$ cat src/rtl/pool_pkg.sv
// Shared types and sizing helpers for the 2-D pooling engine.
package pool_pkg;

  typedef enum logic [2:0] {IDLE, RUN, DRAIN, EMIT, DONE} pool_state_t;

  typedef enum logic {POOL_MAX, POOL_AVG} pool_mode_e;

  // Number of window positions along one axis.
  function automatic int unsigned out_dim(input int unsigned in_dim, input int unsigned seg,
                                          input int unsigned stride, input bit padding);
    return padding ? (in_dim - 1) / stride + 1 : (in_dim - seg) / stride + 1;
  endfunction

endpackage

$ cat src/rtl/pool_accum.sv
// Running max / sum accumulator for one pooling window, fed one element per cycle.
module pool_accum
  import pool_pkg::*;
#(
  parameter int unsigned DATA_WIDTH = 8,
  parameter int unsigned K          = 4,
  parameter bit          SIGNED     = 1'b0
) (
  input  logic                  clk,
  input  logic                  rst,
  input  logic                  init,
  input  logic                  en,
  input  logic                  pad,
  input  logic                  mode,
  input  logic [DATA_WIDTH-1:0] data,
  output logic [DATA_WIDTH-1:0] result
);

  localparam int unsigned LogK = $clog2(K);
  localparam int unsigned SumW = DATA_WIDTH + LogK;

  // Mode is chosen at run time, so the averaging constraint applies to every build.
  if ((K == 0) || ((K & (K - 1)) != 0)) begin : g_k_check
    $error("pool_accum: window size K must be a power of two");
  end

  logic [SumW-1:0]        acc_q, acc_d, ext;
  logic signed [SumW-1:0] sum_shr_s;
  logic [SumW-1:0]        sum_shr_u;
  logic                   greater;

  always_comb begin
    ext     = SIGNED ? SumW'($signed(data)) : SumW'(data);
    greater = SIGNED ? ($signed(data) > $signed(acc_q[DATA_WIDTH-1:0]))
                     : (data > acc_q[DATA_WIDTH-1:0]);
    acc_d   = acc_q;
    if (en) begin
      if (init) begin
        acc_d = ext;
      end else if (mode == POOL_AVG) begin
        acc_d = acc_q + (pad ? '0 : ext);
      end else if (!pad && greater) begin
        acc_d = ext;
      end
    end
    // Result reflects the element arriving this cycle, so EMIT can latch it directly.
    sum_shr_s = $signed(acc_d) >>> LogK;
    sum_shr_u = acc_d >> LogK;
    if (mode == POOL_AVG) begin
      result = SIGNED ? DATA_WIDTH'(sum_shr_s) : DATA_WIDTH'(sum_shr_u);
    end else begin
      result = DATA_WIDTH'(acc_d);
    end
  end

  always_ff @(posedge clk or posedge rst) begin
    if (rst) begin
      acc_q <= '0;
    end else begin
      acc_q <= acc_d;
    end
  end

endmodule

$ cat src/rtl/pool2d_engine.sv
// Multi-channel 2-D max/average pooling engine: streams windows from SRAM, one read per cycle.
module pool2d_engine
  import pool_pkg::*;
#(
  parameter int unsigned DATA_WIDTH  = 8,
  parameter int unsigned CHANNELS    = 4,
  parameter int unsigned IN_ROWS     = 5,
  parameter int unsigned IN_COLS     = 5,
  parameter int unsigned SEG_ROWS    = 2,
  parameter int unsigned SEG_COLS    = 2,
  parameter int unsigned STRIDE_ROWS = 2,
  parameter int unsigned STRIDE_COLS = 2,
  parameter bit          PADDING     = 1'b1,
  parameter bit          SIGNED      = 1'b0,
  localparam int unsigned AW = $clog2(CHANNELS * IN_ROWS * IN_COLS),
  localparam int unsigned CW = $clog2(CHANNELS) + 1
) (
  input  logic                  clk,
  input  logic                  rst,
  input  logic                  start,
  input  logic                  mode,
  output logic                  busy,
  output logic                  done,
  output logic [AW-1:0]         in_addr,
  output logic                  in_rd_en,
  input  logic [DATA_WIDTH-1:0] in_data,
  output logic [DATA_WIDTH-1:0] out_data,
  output logic [CW-1:0]         out_channel,
  output logic                  out_valid,
  input  logic                  out_ready,
  output logic                  out_last
);

  localparam int unsigned K       = SEG_ROWS * SEG_COLS;
  localparam int unsigned OutRows = out_dim(IN_ROWS, SEG_ROWS, STRIDE_ROWS, PADDING);
  localparam int unsigned OutCols = out_dim(IN_COLS, SEG_COLS, STRIDE_COLS, PADDING);

  typedef logic [15:0] cnt_t;
  localparam cnt_t LastCh = cnt_t'(CHANNELS - 1);
  localparam cnt_t LastOr = cnt_t'(OutRows - 1);
  localparam cnt_t LastOc = cnt_t'(OutCols - 1);
  localparam cnt_t LastSr = cnt_t'(SEG_ROWS - 1);
  localparam cnt_t LastSc = cnt_t'(SEG_COLS - 1);

  pool_state_t           state_q;
  pool_mode_e            mode_q;
  cnt_t                  ch_q, or_q, oc_q, sr_q, sc_q;
  cnt_t                  c_ch, c_or, c_oc, c_sr, c_sc;
  int unsigned           c_row, c_col;
  logic                  c_inb;
  logic [AW-1:0]         c_addr;
  logic                  slot_v_q, first_q, pad_q;
  logic                  last_slot, last_win;
  logic [DATA_WIDTH-1:0] acc_result;

  assign last_slot = (sr_q == LastSr) && (sc_q == LastSc);
  assign last_win  = (ch_q == LastCh) && (or_q == LastOr) && (oc_q == LastOc);

  // Coordinates of the slot issued next: first slot of the next window from EMIT,
  // otherwise the next raster slot of the current window.
  always_comb begin
    c_ch = ch_q;
    c_or = or_q;
    c_oc = oc_q;
    c_sr = sr_q;
    c_sc = sc_q;
    if (state_q == EMIT) begin
      c_sr = '0;
      c_sc = '0;
      if (oc_q == LastOc) begin
        c_oc = '0;
        if (or_q == LastOr) begin
          c_or = '0;
          c_ch = ch_q + 1'b1;
        end else begin
          c_or = or_q + 1'b1;
        end
      end else begin
        c_oc = oc_q + 1'b1;
      end
    end else if (sc_q == LastSc) begin
      c_sc = '0;
      c_sr = sr_q + 1'b1;
    end else begin
      c_sc = sc_q + 1'b1;
    end
    c_row  = 32'(c_or) * STRIDE_ROWS + 32'(c_sr);
    c_col  = 32'(c_oc) * STRIDE_COLS + 32'(c_sc);
    c_inb  = (c_row < IN_ROWS) && (c_col < IN_COLS);
    c_addr = AW'(32'(c_ch) * IN_ROWS * IN_COLS + c_row * IN_COLS + c_col);
  end

  always_ff @(posedge clk or posedge rst) begin
    if (rst) begin
      state_q     <= IDLE;
      mode_q      <= POOL_MAX;
      {ch_q, or_q, oc_q, sr_q, sc_q} <= '0;
      slot_v_q    <= 1'b0;
      first_q     <= 1'b0;
      pad_q       <= 1'b0;
      busy        <= 1'b0;
      done        <= 1'b0;
      in_addr     <= '0;
      in_rd_en    <= 1'b0;
      out_data    <= '0;
      out_channel <= '0;
      out_valid   <= 1'b0;
      out_last    <= 1'b0;
    end else begin
      slot_v_q <= 1'b0;
      unique case (state_q)
        IDLE: begin
          if (start) begin
            state_q  <= RUN;
            mode_q   <= pool_mode_e'(mode);
            {ch_q, or_q, oc_q, sr_q, sc_q} <= '0;
            busy     <= 1'b1;
            in_rd_en <= 1'b1;
            in_addr  <= '0;
          end
        end
        RUN: begin
          // Tag this slot so the accumulator handles its data next cycle.
          slot_v_q <= 1'b1;
          first_q  <= (sr_q == '0) && (sc_q == '0);
          pad_q    <= !in_rd_en;
          if (last_slot) begin
            state_q  <= DRAIN;
            in_rd_en <= 1'b0;
            in_addr  <= '0;
          end else begin
            sr_q     <= c_sr;
            sc_q     <= c_sc;
            in_rd_en <= c_inb;
            in_addr  <= c_inb ? c_addr : '0;
          end
        end
        DRAIN: begin
          state_q     <= EMIT;
          out_valid   <= 1'b1;
          out_data    <= acc_result;
          out_channel <= CW'(ch_q);
          out_last    <= last_win;
        end
        EMIT: begin
          if (out_ready) begin
            out_valid <= 1'b0;
            out_last  <= 1'b0;
            if (last_win) begin
              state_q <= DONE;
              busy    <= 1'b0;
              done    <= 1'b1;
            end else begin
              state_q  <= RUN;
              ch_q     <= c_ch;
              or_q     <= c_or;
              oc_q     <= c_oc;
              sr_q     <= c_sr;
              sc_q     <= c_sc;
              in_rd_en <= 1'b1;
              in_addr  <= c_addr;
            end
          end
        end
        DONE: begin
          if (!start) begin
            state_q <= IDLE;
            done    <= 1'b0;
          end
        end
        default: state_q <= IDLE;
      endcase
    end
  end

  pool_accum #(
    .DATA_WIDTH(DATA_WIDTH),
    .K         (K),
    .SIGNED    (SIGNED)
  ) u_accum (
    .clk   (clk),
    .rst   (rst),
    .init  (first_q),
    .en    (slot_v_q),
    .pad   (pad_q),
    .mode  (mode_q),
    .data  (in_data),
    .result(acc_result)
  );

endmodule

$ cat config.mk
export PLATFORM = sky130hd
export DESIGN_NAME = pool2d_engine
export DESIGN_NICKNAME = d
export VERILOG_FILES = /design/src/rtl/pool_pkg.sv /design/src/rtl/pool_accum.sv /design/src/rtl/pool2d_engine.sv
export SDC_FILE = /design/constraint.sdc
export NUM_CORES = 1
export LEC_CHECK = 0
export BUFFER_PORTS_ARGS = -buffer_cell sky130_fd_sc_hd__buf_4
export CORE_ASPECT_RATIO = 2
export CORE_UTILIZATION = 30
export DETAILED_ROUTE_END_ITERATION = 10
export PLACE_DENSITY = 0.58
export SYNTH_ARGS = -nofsm -noshare
export SYNTH_HDL_FRONTEND = slang
export SYNTH_HIERARCHICAL = 1
export SYNTH_SLANG_ARGS = --single-unit
$ cat constraint.sdc
create_clock -name clk -period 6 [get_ports clk]
set_input_delay 1.8 -clock clk [delete_from_list [all_inputs] [get_ports clk]]
set_output_delay 1.8 -clock clk [all_outputs]
set_load 0.005 [all_outputs]
## Yosys cells after proc, flatten, opt, wreduce, memory -nomap -nowiden

Cells that the tools add are included.

- Register bits: 120
- Input bits: 13
- Word-level logic and storage cells: 138
- Output and inout port bits: 23

- Add/sub/neg operators: 10
- Reduce and logical (&&, ||, !) cells: 23
- Magnitude comparators: 3
- Muxes and demuxes: 64
- Multiply operators: 3
- Equal/unequal tests: 16

Operator list:

| kind | count |
|---|---|
| two-way mux 16 bit | 25 |
| case mux 16 bit (2 select lines) | 3 |
| case mux 16 bit (3 select lines) | 2 |
| adder 16 x 1 -> 16 bit, second input constant | 5 |
| equality test 16 x 2 -> 1 bit, second input constant | 3 |
| two-way mux 10 bit | 4 |
| adder 17 x 16 -> 18 bit | 2 |
| less-than comparator 18 x 3 -> 1 bit, second input constant | 2 |
| two-way mux 7 bit | 5 |
| equality test 16 x 1 -> 1 bit, second input constant | 2 |
| logical NOT 16 bit | 2 |
| case mux 7 bit (3 select lines) | 1 |
| AND reduction 4 bit | 5 |
| multiplier 16 x 3 -> 19 bit, second input constant | 1 |
| multiplier 19 x 3 -> 7 bit, second input constant | 1 |
| multiplier 18 x 3 -> 7 bit, second input constant | 1 |
| two-way mux 8 bit | 2 |
| two-way mux 3 bit | 5 |
| case mux 3 bit (5 select lines) | 1 |
| adder 7 bit | 2 |
| != test 2 bit, second input constant | 7 |
| two-way mux 1 bit | 11 |
| adder 10 bit | 1 |
| > comparator 8 bit | 1 |
| other kinds (12) | 25 |

## Logic depth before layout (Yosys ltp)

- Depth in word-level cells: 11
- Mapped depth: 29
- Depth with buffers taken out: 27

## By module

The synthesis kept the hierarchy.

By module, submodules not included:

| module | area an instance (sq um) | instances | sequential area each (sq um) | cells an instance |
|---|---|---|---|---|
| pool2d_engine | 9,001.1 | 1 | 2,752.6 | 1,054 |
| pool_accum | 1,630.3 | 1 | 250.2 | 211 |

## Worst setup path after synthesis

Ideal clock, no wire load.

- Kind: reg-to-reg
- Start point: register state_q[0]
- End point: register in_addr[6]
- Arrival: 5.987 ns
- Setup slack: -0.109 ns
- Data required time: 5.878 ns
- Library setup time: 0.122 ns
- Clock period less this slack: 6.109 ns
- Path buffers: 6
- Stages on the path, launching flop included: 26
- Cells stage by stage: dfrtp_1 -> buf_2 -> nor2b_1 -> buf_2 -> and2_0 -> clkbuf_1 -> clkbuf_1 -> buf_1 -> clkbuf_1 -> nor2_1 -> fa_1 -> a21o_1 -> a21oi_1 -> xnor2_1 -> ha_1 -> fa_1 -> fa_1 -> fa_1 -> xnor2_1 -> xnor2_1 -> xnor2_1 -> xnor2_1 -> xnor2_1 -> xor2_1 -> xnor2_1 -> a32o_1

- Word-level cells in the longest chain between the ends: 9
- Elaborated cells on any way between the ends: 28
- Those cells by class: add/sub: 4; mul: 3; order compare: 2; eq/ne: 5; mux: 10; reduce/logical: 4

RTL lines:

| item | line | text |
|---|---|---|
| start: declaration | pool2d_engine.sv:45 | `pool_state_t state_q;` |
| start signal: assignment | pool2d_engine.sv:95 | `state_q <= IDLE;` |
| start signal: assignment | pool2d_engine.sv:114 | `state_q <= RUN;` |
| start signal: assignment | pool2d_engine.sv:128 | `state_q <= DRAIN;` |
| equality test 3 x 2 -> 1 bit | pool2d_engine.sv:67, pool2d_engine.sv:111 |  |
| two-way mux 16 bit | pool2d_engine.sv:67 | `if (state_q == EMIT) begin` |
| multiplier 16 x 3 -> 19 bit / adder 17 x 16 -> 18 bit (equally long branches) | pool2d_engine.sv:90, pool2d_engine.sv:87 |  |
| multiplier 19 x 3 -> 7 bit / multiplier 18 x 3 -> 7 bit (equally long branches) | pool2d_engine.sv:90 | `c_addr = AW'(32'(c_ch) * IN_ROWS * IN_COLS + c_row * IN_COLS + c_col);` |
| adder 7 bit (2 in series) | pool2d_engine.sv:90 |  |
| two-way mux 7 bit (on tied branches) | pool2d_engine.sv:149, pool2d_engine.sv:135 |  |
| two-way mux 7 bit (on tied branches) | pool2d_engine.sv:146, pool2d_engine.sv:127 |  |
| case mux 7 bit (3 select lines) | pool2d_engine.sv:111 | `unique case (state_q)` |
| end signal: assignment | pool2d_engine.sv:135 | `in_addr <= c_inb ? c_addr : '0;` |
| end signal: assignment | pool2d_engine.sv:161 | `in_addr <= c_addr;` |
| end: declaration | pool2d_engine.sv:24 | `output logic [AW-1:0] in_addr,` |

Several ways; a longest one is shown, not always the timed one. The select of a mux whose other input is x is not followed.
A chain may end at the register's enable or synchronous reset.

## Worst setup path after layout

- Start point: register oc_q[0]
- End point: register in_addr[6]

- Word-level cells in the longest chain between the ends: 10
- Elaborated cells on any way between the ends: 26
- Those cells by class: add/sub: 5; mul: 3; order compare: 2; eq/ne: 2; mux: 11; reduce/logical: 3

RTL lines:

| item | line | text |
|---|---|---|
| start: declaration | pool2d_engine.sv:47 | `cnt_t ch_q, or_q, oc_q, sr_q, sc_q;` |
| start signal: assignment | pool2d_engine.sv:157 | `oc_q <= c_oc;` |
| equality test 16 x 2 -> 1 bit | pool2d_engine.sv:57, pool2d_engine.sv:70 |  |
| two-way mux 16 bit | pool2d_engine.sv:70 | `if (oc_q == LastOc) begin` |
| two-way mux 16 bit | pool2d_engine.sv:67 |  |
| multiplier 16 x 3 -> 19 bit / adder 17 x 16 -> 18 bit (equally long branches) | pool2d_engine.sv:90, pool2d_engine.sv:87 |  |
| multiplier 19 x 3 -> 7 bit / multiplier 18 x 3 -> 7 bit (equally long branches) | pool2d_engine.sv:90 |  |
| adder 7 bit (2 in series) | pool2d_engine.sv:90 |  |
| two-way mux 7 bit (on tied branches) | pool2d_engine.sv:149, pool2d_engine.sv:135 |  |
| two-way mux 7 bit (on tied branches) | pool2d_engine.sv:146, pool2d_engine.sv:127 |  |
| case mux 7 bit (3 select lines) | pool2d_engine.sv:111 |  |

Several ways; a longest one is shown, not always the timed one. The select of a mux whose other input is x is not followed.

==> results_dict.tcl <==
set metrics [dict create \
    end_kind "flop" \
    worstPathRequired_ps 6320 \
    gr-total-overflow 0 \
    ys_seq_area_share_pct 28.2 \
    p_sw_mw 1.99 \
    ioPinCount 36 \
    cts_hold_buf 0 \
    swShare_pct 44.7 \
    startpoint_type "flop" \
    finalNetCount 1473 \
    fillers 3594 \
    p_int_mw 2.46 \
    worst_pin_slew_ps 948 \
    start_util_pct 30.4 \
    drv_cap 0 \
    fin_crit_sh_pct 96.3 \
    clkTransAtPathRegs_ps 70 \
    crit_type "reg -> reg" \
    ys_ff_latch 120 \
    drc 0 \
    status "complete, no violations" \
    ctsHtreeMaxLevel 4 \
    area_delta_synth_final_pct 19.3 \
    die_area_um2 36200 \
    ys.flop_type "dfrtp_1" \
    synthArstFlopShare_pct 100 \
    drive_gt1_share_pct 17.1 \
    fp.coreArea_um2 35000 \
    seqPwrFrac_pct 23.5 \
    place_hpwl_um 28300 \
    yosys_warnings 6 \
    vias_per_cell 5.55 \
    arrival_ps 6090 \
    finalHoldViolCount 0 \
    synth_area_um2 10600 \
    power_leakage_nw 5.84 \
    ant_nets 0 \
    firstDrtPassIters 5 \
    cts.sinks 120 \
    finalSetupViolations 0 \
    grt_max_degree 58 \
    dieHeight_um 268 \
    avgRoutedWirePerCell_um 19.7 \
    gp_congestion 0.941 \
    synthCells 1265 \
    antenna_found_initial 0 \
    synth_edf_count 0 \
    postRouteWirelength_um 35900 \
    setup-tns-final_ps 0 \
    cts_made_buffers 17 \
    clkPwrFrac_pct 24.7 \
    syn_avg_cell_area_um2 8.40 \
    antenna_cells 0 \
    ys_types 90 \
    hold_class "reg -> reg" \
    skew_ps 13.1 \
    grt_pass1_vias 10300 \
    rows 97 \
    cts-root-buf "clkbuf_16" \
    cts_buffer_depth 2 \
    grt_pass1_wl_um 55400 \
    power_frac_comb_pct 51.8 \
    drtIter0Drc 512 \
    p_total_mw 4.44 \
    power_density_nw_per_um2 350 \
    clkLatencyLatePin_ps 440 \
    min_period_ps 5780 \
    syn_nets 1377 \
    crit_fanout 4 \
    die_x_um 135 \
    final_max_slew_viol_count 0 \
    vdd_drop_max_uv 287 \
    cts_tree "built" \
    port_buffers 35 \
    grt_usage_pct 20.2 \
    vias 10100 \
    maxSlewHeadroom_pct 36.7 \
    max_freq_mhz 173 \
]
-- logic make-up after synthesis --
family / share of synthesized area (%)
muxes: 2.93
DFF: 28.2
AOI/OAI and AO/OA: 21.3
and+or+nand+nor: 22.7
xor gates and xnor gates: 7.08
adders and majority gates: 12.7
buffers and inverters: 4.98
-- cells in the mapped netlist, types with 7 or more instances --
cell | count | share of area (%)
nor2_1 | 121 | 4.3
dfrtp_1 | 120 | 28
nand2_1 | 97 | 3.4
o21ai_0 | 89 | 4.2
ha_1 | 84 | 9.9
inv_1 | 72 | 2.5
a21oi_1 | 58 | 2.7
nand3_1 | 48 | 2.3
xnor2_1 | 47 | 3.9
clkbuf_1 | 40 | 1.4
xor2_1 | 39 | 3.2
a22o_1 | 36 | 3.0
nor3_1 | 28 | 1.3
nand4_1 | 27 | 1.6
o31ai_1 | 24 | 1.7
nor2b_1 | 22 | 1.3
nor4_1 | 22 | 1.3
and3_1 | 20 | 1.2
a211oi_1 | 15 | 1.1
fa_1 | 15 | 2.8
mux2_2 | 15 | 1.6
or3_1 | 15 | 0.88
a21o_1 | 14 | 0.99
a31oi_1 | 12 | 0.71
mux2i_1 | 12 | 1.1
nand2b_1 | 11 | 0.65
and2_1 | 9 | 0.53
o21ai_1 | 9 | 0.42
and4_1 | 7 | 0.58
-- flip-flops by register name (all words and copies together), names as in the netlist --
name and flops:
u_accum/acc_q 10, ch_q 16, out_last 1, sr_q 16
pad_q 1, done 1, busy 1, slot_v_q 1
oc_q 16, state_q 3, or_q 16, out_valid 1
mode_q 1, out_channel 3, sc_q 16, first_q 1
in_rd_en 1, in_addr 7, out_data 8
-- critical path: stages (launching register included) --
cell and delay (ps):
dfrtp_1 390, inv_2 60, ha_2 160, nor4b_4 180, buf_4 150, nand4_1 160, nor2_2 200, buf_4 150
o21ai_0 140, ha_2 230, fa_2 380, a21o_1 180, a21oi_2 180, xnor2_1 140, ha_1 270, fa_1 560
fa_1 430, fa_2 370, xnor2_2 150, xnor2_1 140, xnor2_1 190, xnor2_1 150, xnor2_1 150, xor2_1 190
xnor2_1 90, a32o_1 260
-- routing by layer --
| layer | up-vias | wire length (µm) | GRT usage, % |
|---|---|---|---|
| met4 | 0 | 2990 | 16.3 |
| li1 | 4798 | - | - |
| met2 | 265 | 20100 | 40.2 |
| met5 | - | 0 | 0 |
| met3 | 102 | 869 | 1.87 |
| met1 | 4934 | 12000 | 18.0 |
-- power groups by stage --
stage	Clock (mW)	Combinational, mW	Sequential (mW)
global route	1.15	2.52	1.06
CTS	1.12	2.29	1.04
global placement	0	2.25	1.05
detailed placement	0	2.28	1.06
floorplan	0	1.55	1.02
finish	1.10	2.30	1.04
-- repair_timing --
item | in CTS | in global routing
resized for setup | 2 | 26
endpoints found under the setup margin | 2 | 3
cloned | 0 | 0
pin swaps | 0 | 22
buffers inserted | 0 | 3
-- cells in the final DEF (no fill, tap or decap), types with 10 or more instances in the layout --
cell       instances
or3_1             15
and3_1            20
dfrtp_1          120
buf_4            128
nand2_1           95
nor2b_1           22
mux2_2            15
o31ai_1           24
a21o_1            14
o21ai_0           89
inv_1             68
a21oi_1           57
nand4_1           27
a22o_1            36
nor2_1           115
xnor2_1           44
nor3_1            28
a31oi_1           12
fa_1              13
and2_1            10
nor4_1            21
xor2_1            38
nand2b_1          11
mux2i_1           12
a211oi_1          15
clkbuf_16         17
nand3_1           48
ha_1              79
-- area by class of cell --
cell class                 count  area (µm²)  share of cell area (%)
tap                          445         557                    4.39
inverter                      75         284                    2.24
sequential                   120        3000                    23.7
timing repair buffer         129         981                    7.73
multi-input combinational   1018        7240                    57.1
clock inverter                13         169                    1.33
clock buffer                  19         453                    3.57
-- stage by stage --
step	instance area [µm²]	hold WS, ps	setup slack [ps]	util (%)	std cells
floorplan	10600	472	0.0879	-	1265
global placement	11900	462	98.5	34.1	1784
detailed placement	11900	467	4.83	34.1	1784
CTS	12500	481	15.8	35.9	1816
global route	12700	493	-24.8	36.3	1819
finish	12700	474	224	36.3	1819
-- final timing paths --
kind | slack [ps] | end | start | cells past startpoint
worst min register to register | 470 | out_valid$_DFFE_PP0P_ | out_valid$_DFFE_PP0P_ | 1
worst min-delay path | 470 | out_valid$_DFFE_PP0P_ | out_valid$_DFFE_PP0P_ | 1
worst max-delay path | 220 | in_addr[6]$_DFFE_PP0P_ | oc_q[0]$_DFFE_PP0P_ | 25
min in group asynchronous | 1430 | u_accum/acc_q[3]$_DFF_PP0_ | rst | 2
max in group asynchronous | 3290 | oc_q[13]$_DFFE_PP0P_ | rst | 3
worst max register to register | 220 | in_addr[6]$_DFFE_PP0P_ | oc_q[0]$_DFFE_PP0P_ | 25
Note: power is estimated with default switching activity, not from simulation.
